==> config.mk <==
export PLATFORM = sky130hd
export DESIGN_NAME = gt_int_serial_ctrl
export DESIGN_NICKNAME = d
export VERILOG_FILES = /design/src/rtl/gt_int_serial_ctrl.sv
export SDC_FILE = /design/constraint.sdc
export NUM_CORES = 1
export LEC_CHECK = 0
export ABC_AREA = 1
export CAP_MARGIN = 20
export CORE_MARGIN = 3
export CORE_UTILIZATION = 41
export CTS_CLUSTER_SIZE = 12
export DETAILED_ROUTE_END_ITERATION = 8
export PLACE_DENSITY_LB_ADDON = 0.2
export SKIP_LAST_GASP = 1
export SLEW_MARGIN = 10
export SYNTH_ARGS = -nofsm -noshare
export SYNTH_HDL_FRONTEND = slang
export SYNTH_SLANG_ARGS = --single-unit
==> constraint.sdc <==
create_clock -name clk -period 3.8 [get_ports clk]
set_clock_uncertainty 0.2 [all_clocks]
set_input_delay 0.76 -clock clk [delete_from_list [all_inputs] [get_ports clk]]
set_output_delay 0.76 -clock clk [all_outputs]
set_load 0.01 [all_outputs]
==> src/rtl/gt_int_serial_ctrl.sv <==
// Digit-serial signed greater-than: latches one operand pair, walks DIGIT bits per
// cycle LSB-first through a borrow chain, and returns Y = (A > B) behind valid/ready.
module gt_int_serial_ctrl #(
  parameter int WIDTH = 16,
  parameter int DIGIT = 1
) (
  input  logic             clk,
  input  logic             rst,
  input  logic             in_valid,
  output logic             in_ready,
  input  logic [WIDTH-1:0] A,
  input  logic [WIDTH-1:0] B,
  output logic             out_valid,
  input  logic             out_ready,
  output logic             Y,
  output logic             busy
);

  // Handshake: a pair transfers on a rising edge with in_valid && in_ready, and the
  // result transfers on a rising edge with out_valid && out_ready. Both ready/valid
  // outputs are functions of state only.

  localparam int N  = WIDTH / DIGIT;
  localparam int CW = (N > 1) ? $clog2(N) : 1;

  generate
    if (WIDTH < 2 || DIGIT < 1 || (WIDTH % DIGIT) != 0) begin : g_bad_params
      $error("gt_int_serial_ctrl: WIDTH must be >= 2 and divisible by DIGIT");
    end
  endgenerate

  typedef enum logic [1:0] {
    IDLE = 2'd0,
    RUN  = 2'd1,
    DONE = 2'd2
  } state_t;

  state_t           state_q, state_d;
  logic [WIDTH-1:0] a_q, a_d, b_q, b_d;
  logic             borrow_q, borrow_d;
  logic [CW-1:0]    cnt_q, cnt_d;
  logic             y_q, y_d;
  logic [DIGIT-1:0] a_dig, b_dig;
  logic             chain;

  // Borrow of (B - A) across the current digit; final borrow set means A > B unsigned.
  always_comb begin
    a_dig = a_q[cnt_q*DIGIT +: DIGIT];
    b_dig = b_q[cnt_q*DIGIT +: DIGIT];
    chain = borrow_q;
    for (int i = 0; i < DIGIT; i++) begin
      chain = (a_dig[i] & ~b_dig[i]) | (~(a_dig[i] ^ b_dig[i]) & chain);
    end
  end

  always_comb begin
    state_d  = state_q;
    a_d      = a_q;
    b_d      = b_q;
    borrow_d = borrow_q;
    cnt_d    = cnt_q;
    y_d      = y_q;
    case (state_q)
      IDLE: begin
        if (in_valid) begin
          // Flipping the sign bit maps two's-complement order onto unsigned order.
          a_d      = {~A[WIDTH-1], A[WIDTH-2:0]};
          b_d      = {~B[WIDTH-1], B[WIDTH-2:0]};
          borrow_d = 1'b0;
          cnt_d    = '0;
          state_d  = RUN;
        end
      end
      RUN: begin
        borrow_d = chain;
        if (cnt_q == CW'(N - 1)) begin
          y_d     = chain;
          state_d = DONE;
        end else begin
          cnt_d = cnt_q + CW'(1);
        end
      end
      DONE: begin
        if (out_ready) state_d = IDLE;
      end
      default: state_d = IDLE;
    endcase
  end

  always_ff @(posedge clk or posedge rst) begin
    if (rst) begin
      state_q  <= IDLE;
      a_q      <= '0;
      b_q      <= '0;
      borrow_q <= 1'b0;
      cnt_q    <= '0;
      y_q      <= 1'b0;
    end else begin
      state_q  <= state_d;
      a_q      <= a_d;
      b_q      <= b_d;
      borrow_q <= borrow_d;
      cnt_q    <= cnt_d;
      y_q      <= y_d;
    end
  end

  assign in_ready  = (state_q == IDLE);
  assign out_valid = (state_q == DONE);
  assign busy      = (state_q != IDLE);
  assign Y         = y_q;

endmodule

==> results of run 1 <==
[worst reg2reg max path, delay by kind of cell (launching register included)]
kind	cells	cell delay, ns
buf+inv	1	0.38
compound gates	2	0.32
fa+ha+maj	1	0.28
simple gates	4	0.44
flops	1	0.59
[flip-flops by register name, summed over array words and instances, names as in the netlist]
name      cells
cnt_q         4
borrow_q      1
state_q       2
b_q          16
Y             1
a_q          16
[synth_stat cells]
cell      count
a21oi_1       2
buf_6         3
buf_4         1
ha_1          2
or2_2         1
nand3b_1      1
o21ai_0       5
buf_2         7
a21oi_2      28
nand2_2       2
o21ai_1       2
o31ai_1       1
nor2_1       33
nand2_1      45
nor2_2        1
nor2_4        1
buf_8         1
clkinv_1      1
mux2_4        2
inv_1        39
dfrtp_1      40
nand3_1      30
or2_1         1
[layout make-up]
type	count	area (um^2)	share of cell area [%]
clock inverters	1	7.51	0.288
flip-flops and latches	40	1000	38.5
repair buffers	44	428	16.4
inverters	40	150	5.77
multi-input cells	157	846	32.5
well taps	67	83.8	3.22
clock buffers	7	86.3	3.32
[routing by layer]
metal  global-route usage [%]  wire length (um)
met3                     4.87               232
met5                        0                 0
met2                     23.7              1890
met1                     20.7              2000
met4                     4.80                58
[power breakdown]
group	leakage, nW	total, mW	switching (mW)	internal, mW
Sequential	0.449	0.717	0.0987	0.618
Clock	0.0445	0.295	0.148	0.148
Combinational	0.761	0.850	0.499	0.351
[kinds of logic (layout without fill, tap and decap cells)]
family	Yosys count	count (layout)	synth area share, %
flops	40	40	47.9
buf+inv	52	92	11.6
fa+ha+maj	2	2	1.20
compound gates	38	38	14.3
mux	2	2	1.44
simple gates	115	115	23.6
[metrics by stage]
| step | util (%) | hold slack, ns | worst slack [ns] | total power [mW] | area, um^2 |
|---|---|---|---|---|---|
| after CTS | 54.0 | 0.299 | 1.41 | 1.88 | 2600 |
| after global placement | 52.1 | 0.277 | 1.28 | 1.55 | 2510 |
| after floorplan | - | 0.253 | 1.92 | 1.39 | 2090 |
| final | 54.0 | 0.290 | 1.43 | 1.86 | 2600 |
| after global routing | 54.0 | 0.319 | 1.30 | 2.05 | 2600 |
| after detailed placement | 52.1 | 0.279 | 1.25 | 1.58 | 2510 |
[how the worst max path moves through the flow]
| stage | end | cells after the start |
|---|---|---|
| 2_1_floorplan | Y$_DFFE_PP0P_ | 1 |
| 3_3_place_gp | a_q[14]$_DFFE_PP0P_ | 5 |
| 3_5_place_dp | a_q[6]$_DFFE_PP0P_ | 5 |
| 4_1_cts | out_valid | 3 |
| 5_1_grt | borrow_q$_DFFE_PP0P_ | 8 |
| 6_report | out_valid | 3 |
==> flow_summary.yaml, run 1 <==
outcome:
  outcome: "completed"
power_and_ir_drop:
  leakage_nw: 1.25
  vdd_drop_max_mv: 0.290
  power_density_nw_per_um2: 716
placed_design:
  dp.cells: 348
  dpl.hpwl_um: 2910
  portBuffers: 39
  gp_congestion: 0.822
route:
  ant_nets: 0
  wl_per_cell_um: 11.7
  first_iter_violations: 86
  dr_total_vias: 1658
  vias_per_cell: 4.66
  route.detailed.drc: 0
  finalWirelength_um: 4180
  first_pass_iters: 4
clock_network:
  h-tree-depth: 2
  cts_resized: 0
  tritoncts: "yes"
  insertion_delay_ns: 0.29
  clk_pin_slew_ns: 0.08
  cts_setup_buffers: 0
  clock_path_buffers: 2
  clockRootBuffer: "clkbuf_8"
  cts.hold.buffers_added: 0
  cts_made_buffers: 5
  cts.sink_count: 40
global_route:
  first_global_vias: 1585
  grt_start_max_net_pins: 29
  antenna_found_initial: 0
  grt_util_all_layers_pct: 15.4
  grt_pass1_wl_um: 7380
  overflow: 0
final_layout:
  drive_gt1_share_pct: 16.3
  syn2layout_area_growth_pct: 24.6
  final_cell_mix: "nand2_1 (45), dfrtp_1 (40), inv_1 (39), clkdlybuf4s50_1 (39), nor2_1 (33)"
  num_antenna_cells: 0
  fillers: 488
  final_cells: 356
  final_common_cell: "nand2_1"
  nNetsFinal: 326
logic_synthesis:
  synth.area.top_cells: "dfrtp_1 (48%), a21oi_2 (12%), nand2_1 (8.1%)"
  synthDistinctLibCells: 23
  yosys.area.top_type: "dfrtp_1"
  yosysSeqAreaShare_pct: 47.9
  synthCells: 249
  synth_area_um2: 2090
  synth_top_area_share_pct: 47.9
  ys_warn_count: 0
  synth-seq-cells: 40
  synth_nets: 287
  syn_avg_cell_area_um2: 8.39
sta:
  max_freq_ghz: 0.422
  final_max_slew_viol_count: 0
  period_share_pct: 62.4
  tns_ns: 0
  setup_viol: 0
  period_needed_ns: 2.37
  finalHoldViolCount: 0
  grt_setup_unrepaired: "no"
  tightest_slew_ns: 0.941
  slew_headroom_pct: 37.2
critical_path:
  crit_path_end_kind: "output port"
  cp.required_ns: 2.84
  reg2reg_to: "Y$_DFFE_PP0P_"
  r2r_slack_ns: 1.49
  cp-startpoint: "state_q[1]$_DFFE_PP0P_"
  cp_max_fo: 3
  startpoint_type: "flop"
  r2r_start: "cnt_q[1]$_DFFE_PP0P_"
  ff2ff_path_depth: 8
  critPathKind: "reg -> out"
  max_stage_delay_ns: 0.53
  arrival_ns: 1.41
  crit_slowest_cell: "clkdlybuf4s50_1"
  worst_path_dominant_cell_family: "buffers and inverters"
  critical_path_buf_inv_count: 2
  path_cells: "inv_1 > nor2_1 > clkdlybuf4s50_1"
floorplan:
  start_util_pct: 43.4
  die_h_um: 77.4
  ios: 40
  rows: 25
  dieArea_um2: 5990
  core_um2: 4820
  die_w_um: 77.4
worst_hold_path:
  min-delay-start: "b_q[15]$_DFFE_PP0P_"
  whs_endpoint: "b_q[15]$_DFFE_PP0P_"
  hold_path_depth: 2
  hold_path_class: "reg -> reg"
job:
  cap_violations: 0
No activity file was read; power rests on OpenSTA's default activity.
==> run 2, diff against run 1 <==
clock period = 2.1 ns   (was 3.8 ns; I/O delays follow)
==> run 2 against run 1 <==
Compared with the run above: non-clock buffer count grew 7; die area is the same; clock-buffer cell count grew 1; critical path depth shrank 1; routed wire length grew 3.3%; utilization grew 1.7 points; highest routed layer unchanged.
==> flow_summary.yaml, run 2 (synthesis results as in run 1) <==
critical_path:
  r2r_slack_ns: 0.14
  critPathKind: "reg -> out"
  path_cells: "nor2_4 > clkdlybuf4s50_1"
  cp.required_ns: 1.48
  crit_slowest_cell: "clkdlybuf4s50_1"
  cp_max_fo: 4
  ff2ff_path_depth: 10
  max_stage_delay_ns: 0.55
  crit_path_end_kind: "output port"
  reg2reg_to: "Y$_DFFE_PP0P_"
  arrival_ns: 1.38
  r2r_start: "cnt_q[0]$_DFFE_PP0P_"
  startpoint_type: "flop"
route:
  wl_per_cell_um: 11.9
  finalWirelength_um: 4320
  first_pass_iters: 4
  vias_per_cell: 4.56
  ant_nets: 0
  route.detailed.drc: 0
  dr_total_vias: 1659
  first_iter_violations: 91
clock_network:
  cts_made_buffers: 5
  insertion_delay_ns: 0.30
  tritoncts: "yes"
  clk_pin_slew_ns: 0.08
  cts.sink_count: 40
  clockRootBuffer: "clkbuf_8"
  h-tree-depth: 2
  clock_path_buffers: 2
  cts.hold.buffers_added: 0
placed_design:
  gp_congestion: 0.861
  dp_worst_setup_slack_ns: 0.107
  dpl.hpwl_um: 2950
  portBuffers: 39
  dp.cells: 350
power_and_ir_drop:
  leakage_nw: 1.29
  vdd_drop_max_mv: 0.526
  power_density_nw_per_um2: 1320
sta:
  tns_ns: 0
  finalHoldViolCount: 0
  hold_ws_ns: 0.287
  tightest_slew_ns: 0.347
  setup_slack_ns: 0.0985
  slew_headroom_pct: 76.8
  setup_viol: 0
  period_needed_ns: 2.00
  final_max_slew_viol_count: 0
  period_share_pct: 95.3
  grt_setup_unrepaired: "no"
  max_freq_ghz: 0.500
final_layout:
  nNetsFinal: 334
  final_cells: 364
  final_core_util_pct: 55.7
  final_cell_mix: "nand2_1 (45), dfrtp_1 (39), clkdlybuf4s50_1 (39)"
  final_common_cell: "nand2_1"
  num_antenna_cells: 0
  syn2layout_area_growth_pct: 28.5
  top_regs: "a_q (16), b_q (16), cnt_q (4)"
  drive_gt1_share_pct: 19.5
floorplan:
  die_h_um: 77.4
  start_util_pct: 43.4
  dieArea_um2: 5990
  rows: 25
  ios: 40
  die_w_um: 77.4
  core_um2: 4820
global_route:
  overflow: 0
  antenna_found_initial: 0
  grt_pass1_wl_um: 7150
  grt_util_all_layers_pct: 15.0
  grt_start_max_net_pins: 41
  first_global_vias: 1585
worst_hold_path:
  hold_path_class: "in -> async"
job:
  cap_violations: 0
outcome:
  outcome: "completed"
[run 2: worst max-delay path: cells and delay by family (launching register included)]
kind | cells | cell delay (ns)
buf+inv | 1 | 0.55
simple gates | 1 | 0.12
flops | 1 | 0.43
[run 2: worst max path at each step]
stage,startpoint,endpoint,slack (ns),depth (start not counted)
floorplan,cnt_q[0]$_DFFE_PP0P_,Y$_DFFE_PP0P_,0.26,9
global placement,cnt_q[0]$_DFFE_PP0P_,Y$_DFFE_PP0P_,0.12,10
detailed placement,cnt_q[0]$_DFFE_PP0P_,Y$_DFFE_PP0P_,0.11,10
CTS,state_q[1]$_DFFE_PP0P_,out_valid,0.08,3
global route,cnt_q[0]$_DFFE_PP0P_,Y$_DFFE_PP0P_,0.0002,10
finish,state_q[0]$_DFFE_PP0P_,in_ready,0.1,2
[run 2: final cells by class]
cell class,instances,area [um^2]
fillers,468,2130
flip-flops and latches,40,1000
multi-input cells,157,855
repair buffers,51,494
inverters,40,154
clock buffers,8,90.1
well taps,67,83.8
repair inverters,1,5.00
[run 2: layer usage]
metal,wire [um],part of all wire (%),vias up,global-route usage (%)
met2,2010,46,36,22.9
li1,-,-,871,-
met1,2030,47,746,19.7
met4,72,1.7,0,6.41
met5,0,0,-,0
met3,206,4.8,6,4.76
[run 2: where the power goes]
part	internal, mW	switching, mW
Clock	0.268	0.254
Sequential	1.12	0.166
Combinational	0.749	0.973
[run 2: repair_timing]
item | in CTS | in global routing
endpoints found under the hold margin | 0 | 0
setup endpoints to repair | 0 | 2
setup buffers | 0 | 4
resized for setup | 0 | 7
[run 2: metrics by stage]
stage,total power [mW],instance area [um^2]
final,3.53,2680
after global routing,3.87,2680
after CTS,3.42,2630
after detailed placement,2.89,2540
after global placement,2.85,2540
after floorplan,2.51,2090
==> run 3, diff against run 2 <==
CELL_PAD_IN_SITES_DETAIL_PLACEMENT = 1   (was unset)
CELL_PAD_IN_SITES_GLOBAL_PLACEMENT = 2   (was unset)
CORE_UTILIZATION = 27   (was 41)
==> run 3 against run 2 <==
Compared with the run above: clock power up 7.9%; fmax down 0.71%; global-route usage down 2.4 points; final cell count up 7.7%; first-iteration DRC count down 47%; sequential share of layout area down 0.72 points; power up 2.0%; combinational power up 2%; via count up 2.3%; die area up 47%; cell area up 2.0%; clock-buffer cell count down 1; largest cell class unchanged.
==> flow_summary.yaml, run 3 (synthesis results as in run 1) <==
route:
  route.detailed.drc: 0
  wl_per_cell_um: 12.8
  first_pass_iters: 4
  dr_total_vias: 1697
  ant_nets: 0
  first_iter_violations: 48
  finalWirelength_um: 5010
  vias_per_cell: 4.33
critical_path:
  arrival_ns: 1.40
  cp.required_ns: 1.48
  crit_slowest_cell: "clkdlybuf4s50_1"
  path_cells: "nor2_4 > clkdlybuf4s50_1"
  cp_max_fo: 4
  startpoint_type: "flop"
  critical_path_buf_inv_count: 1
  worst_path_dominant_cell_family: "buffers and inverters"
  crit_path_end_kind: "output port"
  critPathKind: "reg -> out"
  r2r_slack_ns: 0.18
  max_stage_delay_ns: 0.54
final_layout:
  final_common_cell: "nand2_1"
  nNetsFinal: 331
  final_area_um2: 2740
  syn2layout_area_growth_pct: 31.0
  final_cell_mix: "nand2_1 (45), dfrtp_1 (39), inv_1 (38), clkdlybuf4s50_1 (38), nor2_1 (33)"
  drive_gt1_share_pct: 19.1
  top_regs: "a_q (16), b_q (16), cnt_q (4)"
  num_antenna_cells: 0
  fillers: 888
power_and_ir_drop:
  power_density_nw_per_um2: 1320
  total_power_mw: 3.60
  vdd_drop_max_mv: 0.424
  leakage_nw: 1.32
sta:
  max_freq_ghz: 0.496
  setup_viol: 0
  slew_headroom_pct: 76.4
  final_max_slew_viol_count: 0
  period_share_pct: 96.0
  tns_ns: 0
  period_needed_ns: 2.02
  grt_setup_unrepaired: "yes"
  tightest_slew_ns: 0.351
  finalHoldViolCount: 0
placed_design:
  place_area_um2: 2610
  gp_congestion: 0.756
  dpl.hpwl_um: 3730
  portBuffers: 39
floorplan:
  ios: 40
  rows: 31
  die_h_um: 93.9
  dieArea_um2: 8830
  start_util_pct: 28.3
  die_w_um: 93.9
  core_um2: 7370
global_route:
  first_global_vias: 1783
  grt_start_max_net_pins: 41
  antenna_found_initial: 0
  overflow: 0
  grt_util_all_layers_pct: 12.6
  grt_pass1_wl_um: 8640
clock_network:
  clk_pin_slew_ns: 0.08
  cts.hold.buffers_added: 0
  insertion_delay_ns: 0.30
  cts_made_buffers: 5
  h-tree-depth: 2
  cts.sink_count: 40
  tritoncts: "yes"
  clockRootBuffer: "clkbuf_8"
  clock_path_buffers: 2
worst_hold_path:
  hold_path_class: "in -> async"
outcome:
  outcome: "completed"
job:
  cap_violations: 0
[run 3: power breakdown]
| part | switching (mW) | total [mW] | internal [mW] | leakage, nW |
|---|---|---|---|---|
| clock network | 0.270 | 0.563 | 0.293 | 0.0503 |
| logic | 0.997 | 1.76 | 0.761 | 0.820 |
| registers | 0.158 | 1.28 | 1.12 | 0.449 |
[run 3: final cells by class]
class	instances	area [um^2]	share of cell area, %
clock buffers	7	96.3	3.52
inverters	40	150	5.49
multi-input cells	157	855	31.2
flip-flops and latches	40	1000	36.6
well taps	99	124	4.53
repair buffers	49	509	18.6
[run 3: path summary, 6_finish.rpt]
| check | from | to | depth (start not counted) |
|---|---|---|---|
| worst max-delay path | state_q[0]$_DFFE_PP0P_ | in_ready | 2 |
| worst min-delay path | rst | a_q[9]$_DFFE_PP0P_ | 3 |
| worst max register to register | cnt_q[0]$_DFFE_PP0P_ | borrow_q$_DFFE_PP0P_ | 11 |
| worst min register to register | b_q[15]$_DFFE_PP0P_ | b_q[15]$_DFFE_PP0P_ | 2 |
| max in group asynchronous | rst | state_q[0]$_DFFE_PP0P_ | 3 |
| min in group clk | b_q[15]$_DFFE_PP0P_ | b_q[15]$_DFFE_PP0P_ | 2 |
[run 3: timing repair]
action | in CTS | in global routing
setup buffers | 0 | 2
resized for setup | 0 | 7
setup endpoints to repair | 0 | 4
[run 3: per-stage QoR]
step	setup WS (ns)	hold slack [ns]	utilization (%)	std cells
detailed placement	0.0692	0.291	35.4	383
finish	0.0842	0.288	37.1	392
floorplan	0.255	0.253	-	249
global route	-0.0117	0.312	37.1	392
CTS	0.0449	0.297	36.7	390
global placement	0.132	0.276	35.4	383
[run 3: worst reg2reg max path: cells and delay by family (launching register included)]
kind                     cells  cell delay, ns
adder cells (fa/ha/maj)      1            0.28
AO/OA/AOI/OAI                2            0.22
AND/OR/NAND/NOR              6            0.39
buffers and inverters        2            0.30
flip-flops                   1            0.41
[run 3: routing by layer]
metal / part of all wire [%] / routed length [um] / global-route usage (%)
met1: 48 / 2390 / 17.4
met2: 46 / 2300 / 19.0
met3: 4.6 / 228 / 3.04
met4: 1.8 / 90 / 5.05
met5: 0 / 0 / 0
